$ cat src/rtl/layer_engine_dispatch_ctrl_pkg.sv
// Shared definitions for the layer engine dispatch controller.
// Holds the one-hot FSM state encodings, the supported engine-count range
// and small helpers used by the optional performance counters
// (enabled with DISPATCH_PERF_CNT_EN).
package layer_engine_dispatch_ctrl_pkg;

  // Supported size of the engine pool.
  localparam int C_MIN_ENGINES = 2;
  localparam int C_MAX_ENGINES = 16;

  // Performance counter widths.
  localparam int C_PERF_CNT_W = 32;
  localparam int C_BUSY_MAX_W = 5;

  // Issue FSM, one-hot encoded.
  typedef enum logic [1:0] {
    ST_IDLE  = 2'b01,
    ST_ISSUE = 2'b10
  } dispatch_state_t;

  // Saturating increment for the event counters.
  function automatic logic [C_PERF_CNT_W-1:0] sat_inc(input logic [C_PERF_CNT_W-1:0] v);
    return (&v) ? v : v + 1'b1;
  endfunction

endpackage

$ cat src/rtl/layer_engine_dispatch_ctrl_rr_free_picker.sv
// Round-robin free-engine picker.
// Searches the free vector upward starting one past rr_ptr, wrapping modulo
// C_NUM_ENGINES, and returns the first free index. any_free is the OR of
// the free vector; grant is meaningless when any_free is 0.
module layer_engine_dispatch_ctrl_rr_free_picker
  import layer_engine_dispatch_ctrl_pkg::*;
#(
  parameter int C_NUM_ENGINES = 4
) (
  input  logic [C_NUM_ENGINES-1:0]         free,
  input  logic [$clog2(C_NUM_ENGINES)-1:0] rr_ptr,
  output logic [$clog2(C_NUM_ENGINES)-1:0] grant,
  output logic                             any_free
);

  localparam int IW = $clog2(C_NUM_ENGINES);

  logic [IW-1:0] cand;

  // Walk candidates from farthest to nearest so the nearest free one wins.
  always_comb begin
    // NOTE: every signal written here gets a value before any branch, so no
    // path through the block can leave it holding its old value (no latch).
    grant    = '0;
    cand     = '0;
    any_free = |free;
    for (int k = C_NUM_ENGINES; k >= 1; k--) begin
      cand = IW'((int'(rr_ptr) + k) % C_NUM_ENGINES);
      if (free[cand]) grant = cand;
    end
  end

endmodule

$ cat src/rtl/layer_engine_dispatch_ctrl.sv
// layer_engine_dispatch_ctrl
// Dispatches decoded command packets to a pool of layer engines. An idle
// engine is picked round-robin, the packet is offered on a shared bus with a
// start/ack handshake, and per-engine busy/pending state plus the command id
// are tracked until the engine's done pulse has been returned as a
// completion record (engine index + command id).
// Optional feature: define DISPATCH_PERF_CNT_EN to add saturating
// performance counters (dispatch count, stall cycles, peak busy engines).
module layer_engine_dispatch_ctrl
  import layer_engine_dispatch_ctrl_pkg::*;
#(
  parameter int C_PACKET_WIDTH = 128,
  parameter int C_NUM_ENGINES  = 4,
  parameter int C_ID_WIDTH     = 10
) (
  input  logic                             clk,
  input  logic                             rst,
  input  logic                             cmd_valid,
  output logic                             cmd_accept,
  input  logic [C_PACKET_WIDTH-1:0]        cmd_data,
  input  logic [C_ID_WIDTH-1:0]            cmd_id,
  output logic [C_NUM_ENGINES-1:0]         eng_start,
  input  logic [C_NUM_ENGINES-1:0]         eng_ack,
  output logic [C_PACKET_WIDTH-1:0]        eng_data,
  input  logic [C_NUM_ENGINES-1:0]         eng_done,
  output logic                             cmpl_valid,
  input  logic                             cmpl_ready,
  output logic [$clog2(C_NUM_ENGINES)-1:0] cmpl_engine,
  output logic [C_ID_WIDTH-1:0]            cmpl_id,
  output logic                             err_spurious
`ifdef DISPATCH_PERF_CNT_EN
  ,
  output logic [C_PERF_CNT_W-1:0]          perf_dispatched,
  output logic [C_PERF_CNT_W-1:0]          perf_stall,
  output logic [C_BUSY_MAX_W-1:0]          perf_busy_max
`endif
);

  localparam int IW = $clog2(C_NUM_ENGINES);

  dispatch_state_t state_q, state_d;

  logic [C_NUM_ENGINES-1:0] busy_q;    // engine has taken a command, not yet done
  logic [C_NUM_ENGINES-1:0] pend_q;    // engine done, completion not yet drained
  logic [C_NUM_ENGINES-1:0] free;
  logic [IW-1:0]            rr_ptr_q;  // last granted engine
  logic [IW-1:0]            grant_q;   // engine being offered the current packet
  logic [IW-1:0]            pick;
  logic                     any_free;
  logic [C_ID_WIDTH-1:0]    id_q [C_NUM_ENGINES];

  logic                     accept_fire;
  logic                     ack_fire;
  logic [C_NUM_ENGINES-1:0] done_ok;
  logic                     err_set;
  logic [C_NUM_ENGINES-1:0] drain_mask;
  logic [C_NUM_ENGINES-1:0] busy_d;
  logic [C_NUM_ENGINES-1:0] pend_d;
  logic [IW-1:0]            sel_d;

  // An engine with an undrained completion is not free, so its id slot and
  // pending bit can never be overwritten before the record leaves.
  assign free = ~busy_q & ~pend_q;

  layer_engine_dispatch_ctrl_rr_free_picker #(
    .C_NUM_ENGINES(C_NUM_ENGINES)
  ) u_picker (
    .free    (free),
    .rr_ptr  (rr_ptr_q),
    .grant   (pick),
    .any_free(any_free)
  );

  // Issue FSM state register.
  always_ff @(posedge clk) begin
    // NOTE: state registers use non-blocking assignments so every flop in the
    // design samples its inputs from the same pre-edge values.
    if (rst) state_q <= ST_IDLE;
    else     state_q <= state_d;
  end

  // Issue FSM next state and handshake outputs.
  always_comb begin
    state_d     = state_q;
    cmd_accept  = 1'b0;
    accept_fire = 1'b0;
    ack_fire    = 1'b0;
    eng_start   = '0;
    unique case (state_q)
      ST_IDLE: begin
        cmd_accept = any_free && !rst;
        if (cmd_valid && cmd_accept) begin
          accept_fire = 1'b1;
          state_d     = ST_ISSUE;
        end
      end
      ST_ISSUE: begin
        eng_start = {{(C_NUM_ENGINES-1){1'b0}}, 1'b1} << grant_q;
        if (eng_ack[grant_q]) begin
          ack_fire = 1'b1;
          state_d  = ST_IDLE;
        end
      end
      default: state_d = ST_IDLE;
    endcase
  end

  // Busy/pending bookkeeping and next completion selection.
  always_comb begin
    // Done is only meaningful for a busy engine; anything else is an error.
    done_ok = eng_done & busy_q;
    // Acks outside the offered engine (or while nothing is offered) and done
    // pulses from non-busy engines are flagged.
    err_set = (|(eng_ack & ~eng_start)) || (|(eng_done & ~busy_q));

    drain_mask = '0;
    if (cmpl_valid && cmpl_ready) drain_mask[cmpl_engine] = 1'b1;

    // The acked engine is not busy and a pending engine is not busy, so the
    // set/clear terms below never collide on one bit.
    busy_d = (busy_q & ~done_ok) | (ack_fire ? eng_start : '0);
    pend_d = (pend_q & ~drain_mask) | done_ok;

    // Lowest pending engine wins.
    sel_d = '0;
    for (int i = C_NUM_ENGINES - 1; i >= 0; i--) begin
      if (pend_d[i]) sel_d = IW'(i);
    end
  end

  // Command id per engine, written at grant time.
  always_ff @(posedge clk) begin
    // NOTE: the id table is not reset; a slot is always written at grant
    // before its pending bit can be set, so its reset value is never observed.
    if (accept_fire) id_q[pick] <= cmd_id;
  end

  // Control registers, issue bus and completion record.
  always_ff @(posedge clk) begin
    if (rst) begin
      busy_q       <= '0;
      pend_q       <= '0;
      rr_ptr_q     <= IW'(C_NUM_ENGINES - 1);
      grant_q      <= '0;
      eng_data     <= '0;
      cmpl_valid   <= 1'b0;
      cmpl_engine  <= '0;
      cmpl_id      <= '0;
      err_spurious <= 1'b0;
    end else begin
      busy_q <= busy_d;
      pend_q <= pend_d;
      if (accept_fire) begin
        eng_data <= cmd_data;
        grant_q  <= pick;
        rr_ptr_q <= pick;
      end
      if (err_set) err_spurious <= 1'b1;
      // The presented record is frozen while stalled, even if a lower engine
      // completes meanwhile; otherwise it tracks the lowest pending engine.
      if (!cmpl_valid || cmpl_ready) begin
        cmpl_valid  <= |pend_d;
        cmpl_engine <= sel_d;
        cmpl_id     <= (|pend_d) ? id_q[sel_d] : '0;
      end
    end
  end

`ifdef DISPATCH_PERF_CNT_EN
  logic [C_BUSY_MAX_W-1:0] busy_cnt;

  assign busy_cnt = C_BUSY_MAX_W'($countones(busy_q));

  // Saturating dispatch/stall counters and peak busy-engine watermark.
  always_ff @(posedge clk) begin
    if (rst) begin
      perf_dispatched <= '0;
      perf_stall      <= '0;
      perf_busy_max   <= '0;
    end else begin
      if (ack_fire) perf_dispatched <= sat_inc(perf_dispatched);
      if (cmd_valid && !cmd_accept) perf_stall <= sat_inc(perf_stall);
      if (busy_cnt > perf_busy_max) perf_busy_max <= busy_cnt;
    end
  end
`endif

endmodule

$ cat config.mk
export PLATFORM = sky130hd
export DESIGN_NAME = layer_engine_dispatch_ctrl
export DESIGN_NICKNAME = d
export VERILOG_FILES = /design/src/rtl/layer_engine_dispatch_ctrl_pkg.sv /design/src/rtl/layer_engine_dispatch_ctrl_rr_free_picker.sv /design/src/rtl/layer_engine_dispatch_ctrl.sv
export SDC_FILE = /design/constraint.sdc
export NUM_CORES = 1
export LEC_CHECK = 0
export BUFFER_PORTS_ARGS = -buffer_cell sky130_fd_sc_hd__buf_4
export CAP_MARGIN = 20
export CORE_AREA = 2 2 175 177
export CTS_BUF_LIST = sky130_fd_sc_hd__clkbuf_8
export DETAILED_ROUTE_END_ITERATION = 8
export DIE_AREA = 0 0 177 179
export GPL_ROUTABILITY_DRIVEN = 0
export PLACE_DENSITY = 0.54
export SYNTH_ARGS = -nofsm -noshare
export SYNTH_HDL_FRONTEND = slang
export SYNTH_HIERARCHICAL = 1
export SYNTH_SLANG_ARGS = --single-unit
$ cat constraint.sdc
create_clock -name clk -period 2.3 [get_ports clk]
set_input_delay 0.23 -clock clk [delete_from_list [all_inputs] [get_ports clk]]
set_output_delay 0.23 -clock clk [all_outputs]
set_load 0.1 [all_outputs]
==> flow_summary_export.csv, run 1 <==
group,metric,value,unit
cells_and_area,final_core_util,39.4,%
yosys,synth-edff-count,40,
pwr,power_frac_seq,48.1,%
pwr,p_switching,2.51,mW
clocking,clk_pin_slew_worst_paths,0.10,ns
routing,drt_iter0_drc,375,
global_route,grt_max_degree,145,
floorplan,fp.dieArea,31700,um2
setup_path,worst_ep_required_time,2.72,ns
pwr,p_sw_share,32.6,%
routing,vias_per_cell,4.38,
sta,rsz0062_at_grt,"false",
placement,port_buffers,296,
clocking,clk_latency,0.50,ns
yosys,ys_seq_area_share,59.1,%
floorplan,num_rows,64,
pwr,finalPower,7.70,mW
setup_path,r2r-start,"pend_q[1]$_SDFF_PP0_",
setup_path,r2r_end,"eng_data[110]$_SDFFE_PP0P_",
setup_path,start_kind,"flip-flop",
min_path,hold_start,"eng_ack[3]",
floorplan,core_area,30000,um2
setup_path,cp_slowest_cell,"dfxtp_1",
routing,route.final.wire_length,23700,um
cells_and_area,layout_commonest_cell,"buf_4",
sta,tns,0,ns
yosys,synth_cells,807,
global_route,grt_usage,14.4,%
cells_and_area,finalNetCount,1376,
clocking,root_buffer,"clkbuf_8",
setup_path,cp-startpoint,"pend_q[1]$_SDFF_PP0_",
cells_and_area,antenna_cells,0,
sta,period_needed,2.10,ns
clocking,cts_tree,"done",
clocking,clock-sinks,196,
cells_and_area,drive_above_1_share,28.9,%
setup_path,reg2regPathDepth,8,
cells_and_area,layout_common_cells,"311 x buf_4, 271 x nand2_1, 156 x dfxtp_1, 142 x dlygate4sd3_1, 138 x a21oi_1",
yosys,async_reset_ff_share,0,%
sta,max_clock_freq,0.476,GHz
clocking,clock_path_buffers,2,
yosys,synth-main-ff-cell,"dfxtp_1",
status,outcome,"finished clean",
placement,dp_cells,1461,
yosys,ys_ff_latch,196,
global_route,gr-total-overflow,0,
yosys,syn_area,7310,um2
global_route,grt_pass1_vias,6905,
placement,hpwl,15500,um
setup_path,slowest_delay,0.36,ns
cells_and_area,area_delta_synth_final,61.6,%
run,max_cap_viol_count,0,
routing,antenna_left,0,
yosys,synth_nets,957,
placement,post_dp_cell_area,10000,um2
min_path,hold_depth,3,
floorplan,dieWidth,177,um
pwr,power.density,652,nW/um2
pwr,p_clk_share,29.3,%
clocking,ctsResizeCount,0,
setup_path,path_max_fanout,110,
clocking,hold_buffers,142,
floorplan,io_pins,297,
clocking,numCtsBuffers,17,
yosys,yosys_warnings,6,
yosys,yosysUniqueCellTypes,47,
pwr,cellLeakagePower,4.84,nW
sta,finClkSkew,0.0230,ns
min_path,min_to,"busy_q[3]$_SDFF_PP0_",
setup_path,critical_path_arrival,2.52,ns
pwr,comb_power_share,22.6,%
global_route,grt_pass1_wl,35900,um
clocking,htree_num_levels,4,
routing,dr.pass1.iters,5,
yosys,avgSynthCellArea,9.06,um2
setup_path,worst-setup-path-type,"reg2reg",
min_path,hp-class,"in2reg",
routing,wl_per_cell,14.5,um
floorplan,start_util,24.4,%
sta,period_share,91.4,%
sta,finalHoldViolCount,0,
routing,drc,0,
pwr,irDropWorstVdd,0.000470,V
setup_path,r2r_setup_slack,0.20,ns
floorplan,fp.dieH,179,um
cells_and_area,fin_area,11800,um2
sta,drv_slew,0,
routing,num_vias,7154,
pwr,p_int,5.19,mW
setup_path,cp-end-kind,"flip-flop",
sta,relSlewSlack,47.3,%
setup_path,cp_cell_sequence,"nor2_1 -> nor2_1 -> nand2_1 -> and4bb_4 -> and2_4 -> buf_12 -> nand2_1 -> a21oi_1",
sta,setup_viol,0,
global_route,antenna_found_initial,0,
sta,worstMarginPinSlew,0.791,ns
clocking,postCtsSetupRepairBufs,0,
cells_and_area,final_cells,1635,
cells_and_area,n_fill_cell,2986,
## stage by stage
| step | hold slack (ns) | setup WS (ns) |
|---|---|---|
| 6_report | 0.0597 | 0.199 |
| 2_1_floorplan | 0.329 | -0.0723 |
| 5_1_grt | 0.0247 | 0.0150 |
| 3_5_place_dp | 0.437 | 0.310 |
| 3_3_place_gp | 0.438 | 0.309 |
| 4_1_cts | 0.0123 | 0.179 |
## cell type report
| class | instances | area, um2 | area share (%) |
|---|---|---|---|
| Multi-Input combinational cell | 550 | 2780 | 23.5 |
| Clock inverter | 14 | 136 | 1.15 |
| Timing Repair Buffer | 456 | 3820 | 32.3 |
| Inverter | 5 | 18.8 | 0.159 |
| Clock buffer | 18 | 248 | 2.10 |
| Sequential cell | 196 | 4320 | 36.6 |
| Tap cell | 396 | 495 | 4.19 |
## state kept, by name (all words and copies together), names as in the netlist
signal	cells
grant_q	2
cmpl_id	10
state_q	2
eng_data	128
cmpl_engine	2
id_q	40
rr_ptr_q	2
busy_q	4
err_spurious	1
cmpl_valid	1
pend_q	4
## metal layers
layer | vias up | GRT usage [%] | share of wire, %
met4 | 0 | 5.17 | 1.8
met1 | 3353 | 17.4 | 43
met5 | - | 0 | 0
met3 | 29 | 4.60 | 5.8
li1 | 3577 | - | -
met2 | 195 | 24.2 | 49
## worst max-delay path: cells and delay by family (launching register included)
| kind | cells | cell delay (ns) |
|---|---|---|
| AND/OR/NAND/NOR | 6 | 1.02 |
| flip-flops | 1 | 0.36 |
| buffers and inverters | 1 | 0.33 |
| AO/OA/AOI/OAI | 1 | 0.16 |
## kinds of logic after synthesis
family | Yosys count | share of synthesized area [%]
flip-flops | 196 | 59.1
AO/OA/AOI/OAI | 219 | 18.7
buffers and inverters | 61 | 3.47
AND/OR/NAND/NOR | 327 | 18.0
multiplexers | 4 | 0.736
## how the worst max path moves through the flow
| stage | to | slack (ns) | cells after the start |
|---|---|---|---|
| finish | eng_data[110]$_SDFFE_PP0P_ | 0.20 | 8 |
| floorplan | id_q[0][0]$_DFFE_PP_ | -0.07 | 7 |
| CTS | cmd_accept | 0.18 | 5 |
| detailed placement | id_q[1][6]$_DFFE_PP_ | 0.31 | 7 |
| global placement | id_q[1][6]$_DFFE_PP_ | 0.31 | 7 |
| global route | eng_data[111]$_SDFFE_PP0P_ | 0.02 | 8 |
## power by group through the flow
| stage | logic, mW | clock network, mW | registers [mW] |
|---|---|---|---|
| 2_1_floorplan | 0.293 | 0 | 4.54 |
| 3_3_place_gp | 1.54 | 0 | 3.78 |
| 3_5_place_dp | 1.54 | 0 | 3.78 |
| 4_1_cts | 1.74 | 2.37 | 3.70 |
| 5_1_grt | 1.82 | 2.51 | 3.72 |
| 6_report | 1.74 | 2.26 | 3.70 |
## synthesized netlist by cell type, types with 2 or more instances
library cell	count	area, um2
and3_1	2	12.5
o211ai_1	11	82.6
nor3_1	2	10.0
mux2i_1	2	20.0
clkbuf_1	35	131
o2bb2ai_1	9	78.8
dfxtp_1	156	3120
a31oi_1	4	25.0
nand2b_1	5	31.3
a22o_1	11	96.3
inv_1	5	18.8
nand2_1	272	1020
nor2_1	20	75.1
a22oi_1	4	30.0
o21a_1	2	15.0
o211a_1	11	110
nand3_1	12	60.1
nor2b_1	6	37.5
edfxtp_1	40	1200
a21o_1	3	22.5
buf_2	20	100
o21ai_0	13	65.1
a21oi_1	138	691
(Power assumes the default switching activity.)
==> run 2, diff against run 1 <==
Settings changed: CTS_BUF_LIST sky130_fd_sc_hd__clkbuf_8 to default.
==> run 2 against run 1 <==
  * Clock power is 32% higher
  * Sequential share of layout area is 2.9 points higher
  * Worst setup slack better by 0.067 ns
  * Design area is 7.4% lower
  * Flip-flop and latch count stayed put
  * Non-clock buffer count is 106 lower
  * Via count is 6.2% lower
  * Wire length is 4.6% lower
  * First-iteration DRC count is 23% higher
  * Maximum frequency is 3.3% higher
  * Sequential power hardly changed
  * Highest routed layer unchanged
==> flow_summary_export.csv, run 2 (synthesis results as in run 1) <==
group,metric,value,unit
cells_and_area,largest-register,"eng_data",
clocking,cts_tree,"done",
cells_and_area,layout_commonest_cell,"buf_4",
sta,rsz0062_at_grt,"false",
cells_and_area,antenna_cells,0,
cells_and_area,largest_register_ffs,128,
placement,place_ws,0.310,ns
global_route,gr-total-overflow,0,
global_route,grt_pass1_vias,6385,
pwr,cellLeakagePower,4.47,nW
cells_and_area,finalNetCount,1270,
sta,worstMarginPinSlew,0.801,ns
cells_and_area,layout_common_cells,"311 x buf_4, 271 x nand2_1, 156 x dfxtp_1, 138 x a21oi_1, 40 x edfxtp_1",
global_route,antenna_found_initial,0,
clocking,numCtsBuffers,17,
clocking,clk_pin_slew_worst_paths,0.07,ns
routing,wl_per_cell,14.8,um
sta,period_needed,2.03,ns
sta,period_share,88.4,%
floorplan,fp.dieArea,31700,um2
routing,dr.pass1.iters,5,
floorplan,num_rows,64,
cells_and_area,area_delta_synth_final,49.7,%
floorplan,start_util,24.4,%
clocking,ctsResizeCount,0,
floorplan,core_area,30000,um2
global_route,grt_usage,13.9,%
floorplan,dieWidth,177,um
routing,route.final.wire_length,22600,um
placement,port_buffers,296,
run,max_cap_viol_count,0,
sta,finClkSkew,0.0159,ns
min_path,hold_start,"cmd_data[90]",
sta,setup_viol,0,
setup_path,r2r-start,"pend_q[1]$_SDFF_PP0_",
global_route,grt_max_degree,145,
sta,hold_ws,0.0270,ns
routing,drc,0,
setup_path,worst_ep_required_time,2.67,ns
setup_path,worst-setup-path-type,"reg2reg",
setup_path,critical_path_arrival,2.40,ns
status,outcome,"finished clean",
placement,dp_cells,1461,
clocking,clk_latency,0.45,ns
clocking,clock_path_buffers,2,
sta,max_clock_freq,0.492,GHz
pwr,irDropWorstVdd,0.000546,V
placement,hpwl,15500,um
setup_path,cp-startpoint,"pend_q[1]$_SDFF_PP0_",
sta,setup_ws,0.266,ns
setup_path,start_kind,"flip-flop",
cells_and_area,drive_above_1_share,31.6,%
setup_path,path_max_fanout,110,
routing,antenna_left,0,
routing,drt_iter0_drc,463,
setup_path,cp-end-kind,"flip-flop",
routing,num_vias,6710,
pwr,finalPower,8.28,mW
sta,drv_slew,0,
global_route,grt_pass1_wl,34100,um
clocking,clock-sinks,196,
clocking,root_buffer,"clkbuf_16",
sta,relSlewSlack,46.6,%
clocking,htree_num_levels,4,
sta,finalHoldViolCount,0,
cells_and_area,final_cells,1529,
cells_and_area,final_core_util,36.5,%
floorplan,io_pins,297,
pwr,power.density,756,nW/um2
floorplan,fp.dieH,179,um
cells_and_area,reg_top3,"eng_data (128), id_q (40), cmpl_id (10)",
routing,vias_per_cell,4.39,
min_path,hp-class,"in2reg",
==> run 2: cell count changes in the layout (fill, tap and decap cells not counted), sizes merged <==
| cell | before | now |
|---|---|---|
| dlygate4sd3 | 142 | 36 |
| clkbuf | 18 | 20 |
| inv | 10 | 8 |
==> run 2: worst paths after layout <==
| path | end | cells after the start | slack (ns) |
|---|---|---|---|
| worst min-delay path | eng_data[90]$_SDFFE_PP0P_ | 3 | 0.03 |
| worst max-delay path | eng_data[110]$_SDFFE_PP0P_ | 8 | 0.27 |
| worst min register to register | eng_data[36]$_SDFFE_PP0P_ | 2 | 0.45 |
| worst max register to register | eng_data[110]$_SDFFE_PP0P_ | 8 | 0.27 |
==> run 2: metrics by stage <==
step	instance area, um2	setup TNS, ns
floorplan	7350	-0.723
global placement	10000	0
detailed placement	10000	0
CTS	10900	0
global route	10900	0
finish	10900	0
==> run 2: worst max-delay path: stages (launching register included) <==
cell,delay [ns]
dfxtp_1,0.34
nor2_1,0.27
nor2_1,0.07
nand2_1,0.07
and4bb_4,0.27
and2_4,0.18
buf_12,0.33
nand2_1,0.12
a21oi_1,0.15
==> run 2: final cells by class <==
class                      instances  area [um2]
sequential                       196        4320
timing repair buffer             350        2760
fill                            3094       19100
inverter                           5        18.8
tap                              396         495
clock buffer                      20         447
clock inverter                    12         129
multi-input combinational        550        2780
==> run 2: routing by layer <==
| metal | track usage (%) | wire length, um |
|---|---|---|
| met2 | 22.5 | 11100 |
| met5 | 0 | 0 |
| met1 | 17.0 | 9570 |
| met3 | 4.96 | 1610 |
| met4 | 4.75 | 336 |
==> run 2: power by group <==
part | internal [mW] | switching [mW]
Combinational | 0.448 | 1.14
Clock | 1.63 | 1.36
Sequential | 3.64 | 0.0664
==> run 2: what timing repair did <==
| action | in CTS | in global routing |
|---|---|---|
| setup buffers | 0 | 0 |
| hold buffers | 36 | 0 |
| endpoints found under the hold margin | 66 | 0 |
